===== config.mk =====
export PLATFORM = sky130hd
export DESIGN_NAME = axi_wr_master
export DESIGN_NICKNAME = d
export VERILOG_FILES = /design/src/rtl/axi_pkg.sv /design/src/rtl/axi_wr_master.sv
export SDC_FILE = /design/constraint.sdc
export NUM_CORES = 1
export LEC_CHECK = 0
export CAP_MARGIN = 10
export CELL_PAD_IN_SITES_DETAIL_PLACEMENT = 0
export CELL_PAD_IN_SITES_GLOBAL_PLACEMENT = 1
export CORE_UTILIZATION = 22
export CTS_CLUSTER_SIZE = 25
export DETAILED_ROUTE_END_ITERATION = 8
export PLACE_DENSITY_LB_ADDON = 0.08
export SKIP_CTS_REPAIR_TIMING = 1
export SYNTH_ARGS = -nofsm -noshare
export SYNTH_HDL_FRONTEND = slang
export SYNTH_SLANG_ARGS = --single-unit
export TNS_END_PERCENT = 20

===== constraint.sdc =====
create_clock -name clk -period 1.8 [get_ports clk]
set_input_delay 0.36 -clock clk [delete_from_list [all_inputs] [get_ports clk]]
set_output_delay 0.36 -clock clk [all_outputs]
set_load 0.005 [all_outputs]

===== src/rtl/axi_pkg.sv =====
// -----------------------------------------------------------------------------
// axi_pkg
// Shared definitions for the AXI4 write-burst master:
//   wr_state_e      - write-master FSM states (IDLE, ADDR, DATA, RESP)
//   BURST_INCR      - AWBURST encoding for incrementing bursts
//   RESP_*          - BRESP encodings
//   size_from_bytes - AWSIZE encoding (log2 of bytes per beat)
// -----------------------------------------------------------------------------
package axi_pkg;

  typedef enum logic [1:0] {
    IDLE = 2'd0,
    ADDR = 2'd1,
    DATA = 2'd2,
    RESP = 2'd3
  } wr_state_e;

  localparam logic [1:0] BURST_INCR  = 2'b01;

  localparam logic [1:0] RESP_OKAY   = 2'b00;
  localparam logic [1:0] RESP_EXOKAY = 2'b01;
  localparam logic [1:0] RESP_SLVERR = 2'b10;
  localparam logic [1:0] RESP_DECERR = 2'b11;

  // AWSIZE is log2(bytes per beat). Only powers of two from 1 to 128 bytes
  // are legal; anything else maps to 0.
  function automatic logic [2:0] size_from_bytes(input int unsigned nbytes);
    logic [2:0] size;
    size = 3'd0;
    for (int i = 0; i < 8; i++) begin
      if (nbytes == (32'd1 << i)) size = 3'(i);
    end
    return size;
  endfunction

endpackage


===== src/rtl/axi_wr_master.sv =====
// -----------------------------------------------------------------------------
// axi_wr_master
// Single-outstanding AXI4 write-burst master. One command (address, beat count,
// ID) is accepted, the AW beat is issued, the caller's data stream is passed
// through onto W, and the B response is reported back as a one-cycle pulse.
//
// Ports:
//   clk, rst_n                       clock, asynchronous active-low reset
//   cmd_valid/cmd_ready              command handshake
//   cmd_addr/cmd_len/cmd_id          burst start address, AWLEN, AWID
//   wd_valid/wd_ready                data-beat handshake from the command source
//   wd_data/wd_strb                  beat payload and byte enables
//   done_valid/done_resp             completion pulse and its response code
//   AW*, W*, B*                      AXI4 write address / data / response
//   o_dbg_state                      current FSM state (wr_state_e encoding)
//
// Handshakes: every channel uses strict valid/ready semantics. A transfer
// happens on a rising edge where valid and ready are both high; a raised valid
// is never withdrawn and its payload never changes until that transfer, except
// WVALID, which mirrors wd_valid and therefore follows the source's own stalls.
// -----------------------------------------------------------------------------
module axi_wr_master
  import axi_pkg::*;
#(
  parameter int ID_WIDTH   = 4,
  parameter int ADDR_WIDTH = 32,
  parameter int DATA_WIDTH = 64,
  parameter int STRB_WIDTH = DATA_WIDTH / 8
) (
  input  logic                  clk,
  input  logic                  rst_n,

  input  logic                  cmd_valid,
  output logic                  cmd_ready,
  input  logic [ADDR_WIDTH-1:0] cmd_addr,
  input  logic [7:0]            cmd_len,
  input  logic [ID_WIDTH-1:0]   cmd_id,

  input  logic                  wd_valid,
  output logic                  wd_ready,
  input  logic [DATA_WIDTH-1:0] wd_data,
  input  logic [STRB_WIDTH-1:0] wd_strb,

  output logic                  done_valid,
  output logic [1:0]            done_resp,

  output logic [ID_WIDTH-1:0]   AWID,
  output logic [ADDR_WIDTH-1:0] AWADDR,
  output logic [7:0]            AWLEN,
  output logic [2:0]            AWSIZE,
  output logic [1:0]            AWBURST,
  output logic [3:0]            AWREGION,
  output logic                  AWVALID,
  input  logic                  AWREADY,

  output logic [DATA_WIDTH-1:0] WDATA,
  output logic [STRB_WIDTH-1:0] WSTRB,
  output logic                  WLAST,
  output logic                  WVALID,
  input  logic                  WREADY,

  input  logic [ID_WIDTH-1:0]   BID,
  input  logic [1:0]            BRESP,
  input  logic                  BVALID,
  output logic                  BREADY,

  output logic [1:0]            o_dbg_state
);

  localparam logic [2:0] AW_SIZE = size_from_bytes(STRB_WIDTH);

  wr_state_e             r_state;
  wr_state_e             w_next_state;

  logic [ADDR_WIDTH-1:0] r_addr;
  logic [7:0]            r_len;
  logic [ID_WIDTH-1:0]   r_id;
  logic [7:0]            r_beat_cnt;
  logic                  r_cmd_ready;
  logic                  r_done_valid;
  logic [1:0]            r_done_resp;

  logic                  w_cmd_hs;
  logic                  w_aw_hs;
  logic                  w_w_hs;
  logic                  w_b_hs;
  logic                  w_last;
  logic                  w_in_data;

  assign w_in_data = (r_state == DATA);
  assign w_last    = (r_beat_cnt == r_len);

  // ---------------------------------------------------------------------------
  // Next-state logic and handshake decode
  // ---------------------------------------------------------------------------
  always_comb begin
    w_next_state = r_state;
    w_cmd_hs     = 1'b0;
    w_aw_hs      = 1'b0;
    w_w_hs       = 1'b0;
    w_b_hs       = 1'b0;
    case (r_state)
      IDLE: begin
        if (cmd_valid && r_cmd_ready) begin
          w_cmd_hs     = 1'b1;
          w_next_state = ADDR;
        end
      end
      ADDR: begin
        if (AWREADY) begin
          w_aw_hs      = 1'b1;
          w_next_state = DATA;
        end
      end
      DATA: begin
        if (wd_valid && WREADY) begin
          w_w_hs = 1'b1;
          if (w_last) w_next_state = RESP;
        end
      end
      RESP: begin
        if (BVALID) begin
          w_b_hs       = 1'b1;
          w_next_state = IDLE;
        end
      end
      default: w_next_state = IDLE;
    endcase
  end

  // ---------------------------------------------------------------------------
  // State, command holding registers, beat counter, completion
  // ---------------------------------------------------------------------------
  always_ff @(posedge clk or negedge rst_n) begin
    if (!rst_n) begin
      r_state      <= IDLE;
      r_addr       <= '0;
      r_len        <= '0;
      r_id         <= '0;
      r_beat_cnt   <= '0;
      r_cmd_ready  <= 1'b0;
      r_done_valid <= 1'b0;
      r_done_resp  <= '0;
    end else begin
      r_state <= w_next_state;

      // cmd_ready is registered so that it is low in the first cycle out of
      // reset and in the cycle carrying done_valid: it only rises after a full
      // cycle spent in IDLE, and drops on the edge that accepts a command.
      r_cmd_ready <= (r_state == IDLE) && (w_next_state == IDLE);

      if (w_cmd_hs) begin
        r_addr <= cmd_addr;
        r_len  <= cmd_len;
        r_id   <= cmd_id;
      end

      // The counter stops at the last beat instead of stepping past it, so a
      // 256-beat burst ends with the counter at 255 rather than wrapping to 0.
      if (w_aw_hs) begin
        r_beat_cnt <= '0;
      end else if (w_w_hs && !w_last) begin
        r_beat_cnt <= r_beat_cnt + 8'd1;
      end

      r_done_valid <= w_b_hs;
      if (w_b_hs) begin
        r_done_resp <= (BID == r_id) ? BRESP : RESP_SLVERR;
      end
    end
  end

  // ---------------------------------------------------------------------------
  // Outputs
  // ---------------------------------------------------------------------------
  assign cmd_ready   = r_cmd_ready;
  assign done_valid  = r_done_valid;
  assign done_resp   = r_done_resp;

  assign AWVALID     = (r_state == ADDR);
  assign AWID        = r_id;
  assign AWADDR      = r_addr;
  assign AWLEN       = r_len;
  assign AWSIZE      = AW_SIZE;
  assign AWBURST     = BURST_INCR;
  assign AWREGION    = 4'd0;

  // W is a combinational pass-through of the source stream, gated so that
  // nothing appears on W before the AW handshake or after the last beat.
  assign WVALID      = w_in_data && wd_valid;
  assign WDATA       = w_in_data ? wd_data : '0;
  assign WSTRB       = w_in_data ? wd_strb : '0;
  assign WLAST       = w_in_data && w_last;
  assign wd_ready    = w_in_data && WREADY;

  assign BREADY      = (r_state == RESP);

  assign o_dbg_state = r_state;

endmodule


==> run metrics, run 1 <==
status=finished, violations left; failing checks=negative hold slack, negative setup slack; met2 WL=slightly above 6000 um; DR top layer=met4; gr usage total=13.8%; IR drop worst, VDD=around 0.00072 V; CP max stage cell=dfrtp_1; Avg WL per Cell=~15 um; Data arrival, critical path=between 1.5 and 2 ns; global-route wire length before repair=between 15000 and 20000 um; Die Footprint=~15000 um^2; PnR worst setup slack=-0.232 ns; Slew Viols, Final=0; ordered list of cells on the worst path=nor2b_4 -> buf_12 -> buf_4 -> buf_12 -> clkbuf_16 -> and2_1 -> dlymetal6s2s_1; Yosys warning count=0; fmax=roughly 490 MHz; CP dominant cell by count=buf_12; initial antenna violation count=0; post-route ant nets=0; pwr/cell area=1560 nW/um^2; Cells after Synth=between 200 and 300; clk_skew=slightly below 0.005 ns; Non-Filler Instances=759; htree depth=3; Clock Latency Late Sink=around 0.32 ns; DR vias/cell=around 4.1; design area=6360 um^2; CP max FO=9; TritonCTS clock tree=done; clk sinks=58; IO Count=around 270; slowest stage delay, CP=between 0.3 and 0.4 ns; Starting Density=a little under a quarter; Placed Instances=~720; RSZ-0062 raised after global routing=true; Die W=~120 um; Leak Pwr=2.98 nW; met3 routed WL=~1300 um; grt total ovfl=0; Via Count=3141; Root Buffer=clkbuf_16; PortBufs=about 260; Worst EP required=about 1.4 ns; worst setup path class=reg2out; die height=around 120 um; Synth Area per Inst=about 11 um^2; Routed Wire Length=11600 um; post-place instance area=~6000 um^2; Final setup viols=54; Final #Nets=704; layout cells sized above 1=33.2%; Worst Hold Class=in2async; Starting DRT DRC Count=75; Final Util=a little under half; GPL Wtd Cong=between 0.7 and 0.8; Period minus WS final=between 2 and 2.5 ns; ant diodes=0; Fin. Hold Viols=14; Longest Clk Path Bufs=2; number of remaining DRC errors=0; Layout area overhead=103%; vias in the first global route=around 3000; Tcrit/Tclk final=113%; Core Area=between 10000 and 15000 um^2; CP Launch Type=register; number of distinct library cells after synthesis=34; TritonRoute pass-1 iters=4; Seq/Total Area, Yosys=between 40% and 50%; CTS Buf Count=9; Metal-1 WL=roughly 4100 um; FP Rows=43; largest net degree at the start of global routing=75; Max Cap Viol=0; CP Capture Type=output pin; FF+latch count, synth=58; Final HPWL DP=8470 um; Hold Slack=-0.0211 ns; mapped cell area=~3100 um^2; register clock-pin slew on the reported worst setup and hold paths=about 0.050 ns
path summary, 6_finish.rpt:
kind,endpoint,cells after the start,startpoint,slack (ns)
max reg2reg,AWADDR[9]$_DFFE_PN0P_,4,o_dbg_state[0]$_DFF_PN0_,0.22
min reg2reg,AWADDR[30]$_DFFE_PN0P_,1,AWADDR[30]$_DFFE_PN0P_,0.48
max,WDATA[43],7,o_dbg_state[1]$_DFF_PN0_,-0.23
max in group asynchronous,AWADDR[31]$_DFFE_PN0P_,2,rst_n,1.31
min in group clk,AWADDR[30]$_DFFE_PN0P_,1,AWADDR[30]$_DFFE_PN0P_,0.48
min,AWADDR[5]$_DFFE_PN0P_,1,rst_n,-0.02
state kept, by name, summed over array words and instances (netlist names):
name and count:
AWID 4, r_beat_cnt 8, done_valid 1, AWADDR 32, o_dbg_state 2, AWLEN 8, cmd_ready 1, done_resp 2
cell usage after synthesis (all sizes together):
master / number / area [um^2]
a211oi: 2 / 15.0
a21boi: 1 / 11.3
a21oi: 9 / 45.0
and2: 75 / 469
and3: 3 / 21.3
and4: 3 / 28.8
and4b: 1 / 10.0
buf: 16 / 119
clkbuf: 10 / 38.8
conb: 2 / 7.51
dfrtp: 58 / 1450
ha: 1 / 12.5
inv: 4 / 15.0
mux2: 44 / 495
mux2i: 8 / 80.1
nand2: 11 / 41.3
nand2b: 4 / 25.0
nand3: 5 / 25.0
nand4: 2 / 12.5
nor2: 3 / 11.3
nor2b: 2 / 12.5
nor3: 2 / 21.3
nor4: 2 / 42.5
o2bb2ai: 1 / 8.76
xnor2: 2 / 17.5
xor2: 10 / 95.1
layer usage:
metal  vias up  GRT usage [%]
met4         0           5.32
met5         -              0
met3         9           5.83
met2       161           24.9
met1      1467           13.9
li1       1504              -
cell usage in the layout, fill, tap and decap left out, drive strengths merged, types with 3 or more instances in the layout:
master / synthesis / layout
xor2: 10 / 10
nor2: 3 / 3
dlymetal6s2s: 0 / 9
mux2i: 8 / 8
clkdlybuf4s50: 0 / 177
and4: 3 / 3
clkbuf: 10 / 81
mux2: 44 / 44
and3: 3 / 3
and2: 75 / 75
conb: 2 / 9
buf: 16 / 46
dfrtp: 58 / 58
nand2: 11 / 11
a21oi: 9 / 9
inv: 4 / 4
nand3: 5 / 5
nand2b: 4 / 4
kinds of logic after synthesis:
kind of cell / synth area share (%)
and+or+nand+nor: 23.0
DFF: 46.3
muxes: 18.4
buffers and inverters: 5.51
AOI/OAI and AO/OA: 2.56
xor gates and xnor gates: 3.59
other: 0.240
adders and majority gates: 0.399
metrics by stage:
step | TNS (ns) | setup slack, ns | total power, mW
6_report | -5.39 | -0.232 | 9.89
5_1_grt | -9.60 | -0.300 | 10.6
4_1_cts | -30.82 | -0.587 | 9.52
3_5_place_dp | -6.32 | -0.232 | 7.55
3_3_place_gp | -4.56 | -0.226 | 7.54
2_1_floorplan | 0 | 0.118 | 4.21
worst max-delay path, delay by kind of cell (launching register included):
kind          cells  cell delay (ns)
buf+inv           5             0.68
flops             1             0.37
simple gates      2             0.29
layout make-up:
type                       instances  area (um^2)
clock buffer                      12          267
multi-input combinational        200         1570
tap                              180          225
sequential                        58         1450
clock inverter                     4         72.6
inverter                           4         15.0
timing repair buffer             301         2760
fill                            1354         7520
report_power, final:
part / leakage, nW / switching, mW / total, mW / internal [mW]
sequential: 0.712 / 0.348 / 2.25 / 1.90
clock: 0.165 / 0.582 / 1.90 / 1.32
combinational: 2.10 / 2.09 / 5.74 / 3.65
Note: power is estimated with default switching activity, not from simulation.
==> run 2, diff against run 1 <==
--- a/config.mk
+++ b/config.mk
@@ -11,6 +11,7 @@
 export CORE_UTILIZATION = 22
 export CTS_CLUSTER_SIZE = 25
 export DETAILED_ROUTE_END_ITERATION = 8
+export GPL_ROUTABILITY_DRIVEN = 0
 export PLACE_DENSITY_LB_ADDON = 0.08
 export SKIP_CTS_REPAIR_TIMING = 1
 export SYNTH_ARGS = -nofsm -noshare
==> results of run 2 <==
The final DEF is identical to that of run 1; final timing and power are the same.
==> run 3, diff against run 2 <==
--- a/config.mk
+++ b/config.mk
@@ -5,10 +5,11 @@
 export SDC_FILE = /design/constraint.sdc
 export NUM_CORES = 1
 export LEC_CHECK = 0
+export ABC_AREA = 1
 export CAP_MARGIN = 10
 export CELL_PAD_IN_SITES_DETAIL_PLACEMENT = 0
 export CELL_PAD_IN_SITES_GLOBAL_PLACEMENT = 1
-export CORE_UTILIZATION = 22
+export CORE_UTILIZATION = 21
 export CTS_CLUSTER_SIZE = 25
 export DETAILED_ROUTE_END_ITERATION = 8
 export GPL_ROUTABILITY_DRIVEN = 0
==> run metrics, run 3 <==
status=finished, violations left; failing checks=negative setup slack; total power=between 8 and 9 mW; IO Count=around 270; clk_skew=0.0106 ns; Core Area=15200 um^2; Starting Density=between 20% and 30%; Non-Filler Instances=963; Final #Nets=900; Slew @ Worst Pin=about 0.52 ns; FP Rows=45; Rel. slew slack=approximately two thirds; commonest non-fill, non-tap cell in the layout=clkdlybuf4s50_1; most frequent cells in the layout=208 x clkdlybuf4s50_1, 164 x nand2_1, 93 x inv_1, 83 x nor2_1, 58 x dfrtp_1; Leak Pwr=slightly above 4 nW; TritonRoute pass-1 iters=4; Max Cap Viol=0; Starting DRT DRC Count=109; count leader, synth=nand2_1; top cells by count, synth=165 x nand2_1, 94 x inv_1, 84 x nor2_1; die height=between 100 and 150 um; CTS Buf Count=9; Layout area overhead=104%; Filler Cells Inserted=approximately 1500; area leader, netlist=dfrtp_1; Slew Viols, Final=0; max FFs per register=32; PortBufs=around 260; worst setup path class=reg2out; design area=~6700 um^2; vias in the first global route=approximately 3600; global-route wire length before repair=19100 um; DR vias/cell=3.94; IR drop worst, VDD=between 0.0005 and 0.0006 V; post-place instance area=~6300 um^2; slowest stage delay, CP=between 0.5 and 0.6 ns; Placed Instances=approximately 950; Synth Flop Type=dfrtp_1; initial antenna violation count=0; Final HPWL DP=about 9600 um; pwr/cell area=1230 nW/um^2; TritonCTS clock tree=done; Via Count=~3800; CP Capture Type=output pin; Die W=between 100 and 150 um; Final setup viols=31; Synth Area per Inst=between 6 and 7 um^2; number of distinct library cells after synthesis=25; Seq/Total Area, Yosys=between 40% and 50%; Avg WL per Cell=~13 um; largest cells by area after synthesis=dfrtp_1 44%, nand2_1 19%, inv_1 11%, nor2_1 9.6%, buf_4 2.5%; CP max stage cell=clkdlybuf4s50_1; Final Util=between 40% and 50%; Routed Wire Length=12300 um; ant diodes=0; PnR worst setup slack=-0.247 ns; RSZ-0062 raised after global routing=true; asr flop ratio synth=between 90% and 100%; post-route ant nets=0; gr usage total=about 15%; FF+latch count, synth=58; CP max FO=53; register clock-pin slew on the reported worst setup and hold paths=0.06 ns; Place WS=-0.123 ns; CP Launch Type=register; Period minus WS final=2.05 ns; EDFF count, synth=0; Longest Clk Path Bufs=2; fmax=just under 500 MHz; Root Buffer=clkbuf_16; Fin. Hold Viols=0; ordered list of cells on the worst path=inv_2 -> nand2_2 -> buf_12 -> nor2_1 -> clkdlybuf4s50_1; Cells after Synth=approximately 490; Die Footprint=~16000 um^2; Tcrit/Tclk final=114%; Yosys warning count=0; grt total ovfl=0; largest net degree at the start of global routing=54; htree depth=3; number of remaining DRC errors=0; Data arrival, critical path=roughly 1.7 ns; Worst EP required=1.44 ns; CP top delay family=buffers and inverters; layout cells sized above 1=between 8 and 9%; Worst Hold Class=in2async; clk sinks=between 50 and 60; mapped cell area=between 3000 and 4000 um^2; Synth top area share=about 44%; Clock Latency Late Sink=approximately 0.32 ns; WP buf/inv=3
-- run 3: layout make-up --
cell class | count | area [um^2] | share of cell area (%)
tap | 188 | 235 | 3.52
timing repair buffer | 294 | 3000 | 44.9
inverter | 96 | 360 | 5.39
clock buffer | 12 | 267 | 3.99
clock inverter | 4 | 25.0 | 0.375
sequential | 58 | 1450 | 21.7
multi-input combinational | 311 | 1340 | 20.1
-- run 3: cell families after synthesis --
kind of cell	after synthesis	synth area share [%]
AO/OA/AOI/OAI	10	1.57
XOR/XNOR	9	2.41
adder cells (fa/ha/maj)	1	0.382
buffers and inverters	124	16.0
flip-flops	58	44.3
other	2	0.229
AND/OR/NAND/NOR	282	35.1
-- run 3: worst paths after layout --
path                                          start                         to  slack [ns]  cells past startpoint
max                        o_dbg_state[0]$_DFF_PN0_                  WDATA[60]       -0.25                      5
max reg2reg                o_dbg_state[1]$_DFF_PN0_  r_beat_cnt[2]$_DFFE_PN0P_        0.34                      5
max in group asynchronous                     rst_n     AWADDR[28]$_DFFE_PN0P_        1.38                      2
min                                           rst_n  r_beat_cnt[4]$_DFFE_PN0P_        0.05                      2
min in group clk             AWADDR[10]$_DFFE_PN0P_     AWADDR[10]$_DFFE_PN0P_        0.46                      2
min reg2reg                  AWADDR[10]$_DFFE_PN0P_     AWADDR[10]$_DFFE_PN0P_        0.46                      2
-- run 3: routing by layer --
metal	track usage, %	vias up	share of wire (%)
li1	-	1947	-
met4	3.57	0	0.53
met3	5.23	4	9.2
met5	0	-	0
met1	17.9	1686	41
met2	26.1	153	49
-- run 3: power by group --
| part | leakage (nW) | internal (mW) | switching (mW) |
|---|---|---|---|
| Combinational | 3.16 | 2.58 | 1.84 |
| Sequential | 0.737 | 1.84 | 0.319 |
| Clock | 0.141 | 1.04 | 0.598 |
| Total | 4.04 | 5.46 | 2.76 |
-- run 3: per-stage QoR --
stage / hold WS (ns) / setup TNS (ns)
floorplan: 0.0644 / 0
CTS: 0.0557 / -19.34
global placement: 0.402 / -1.47
finish: 0.0494 / -6.34
global route: 0.0707 / -9.27
detailed placement: 0.408 / -1.61
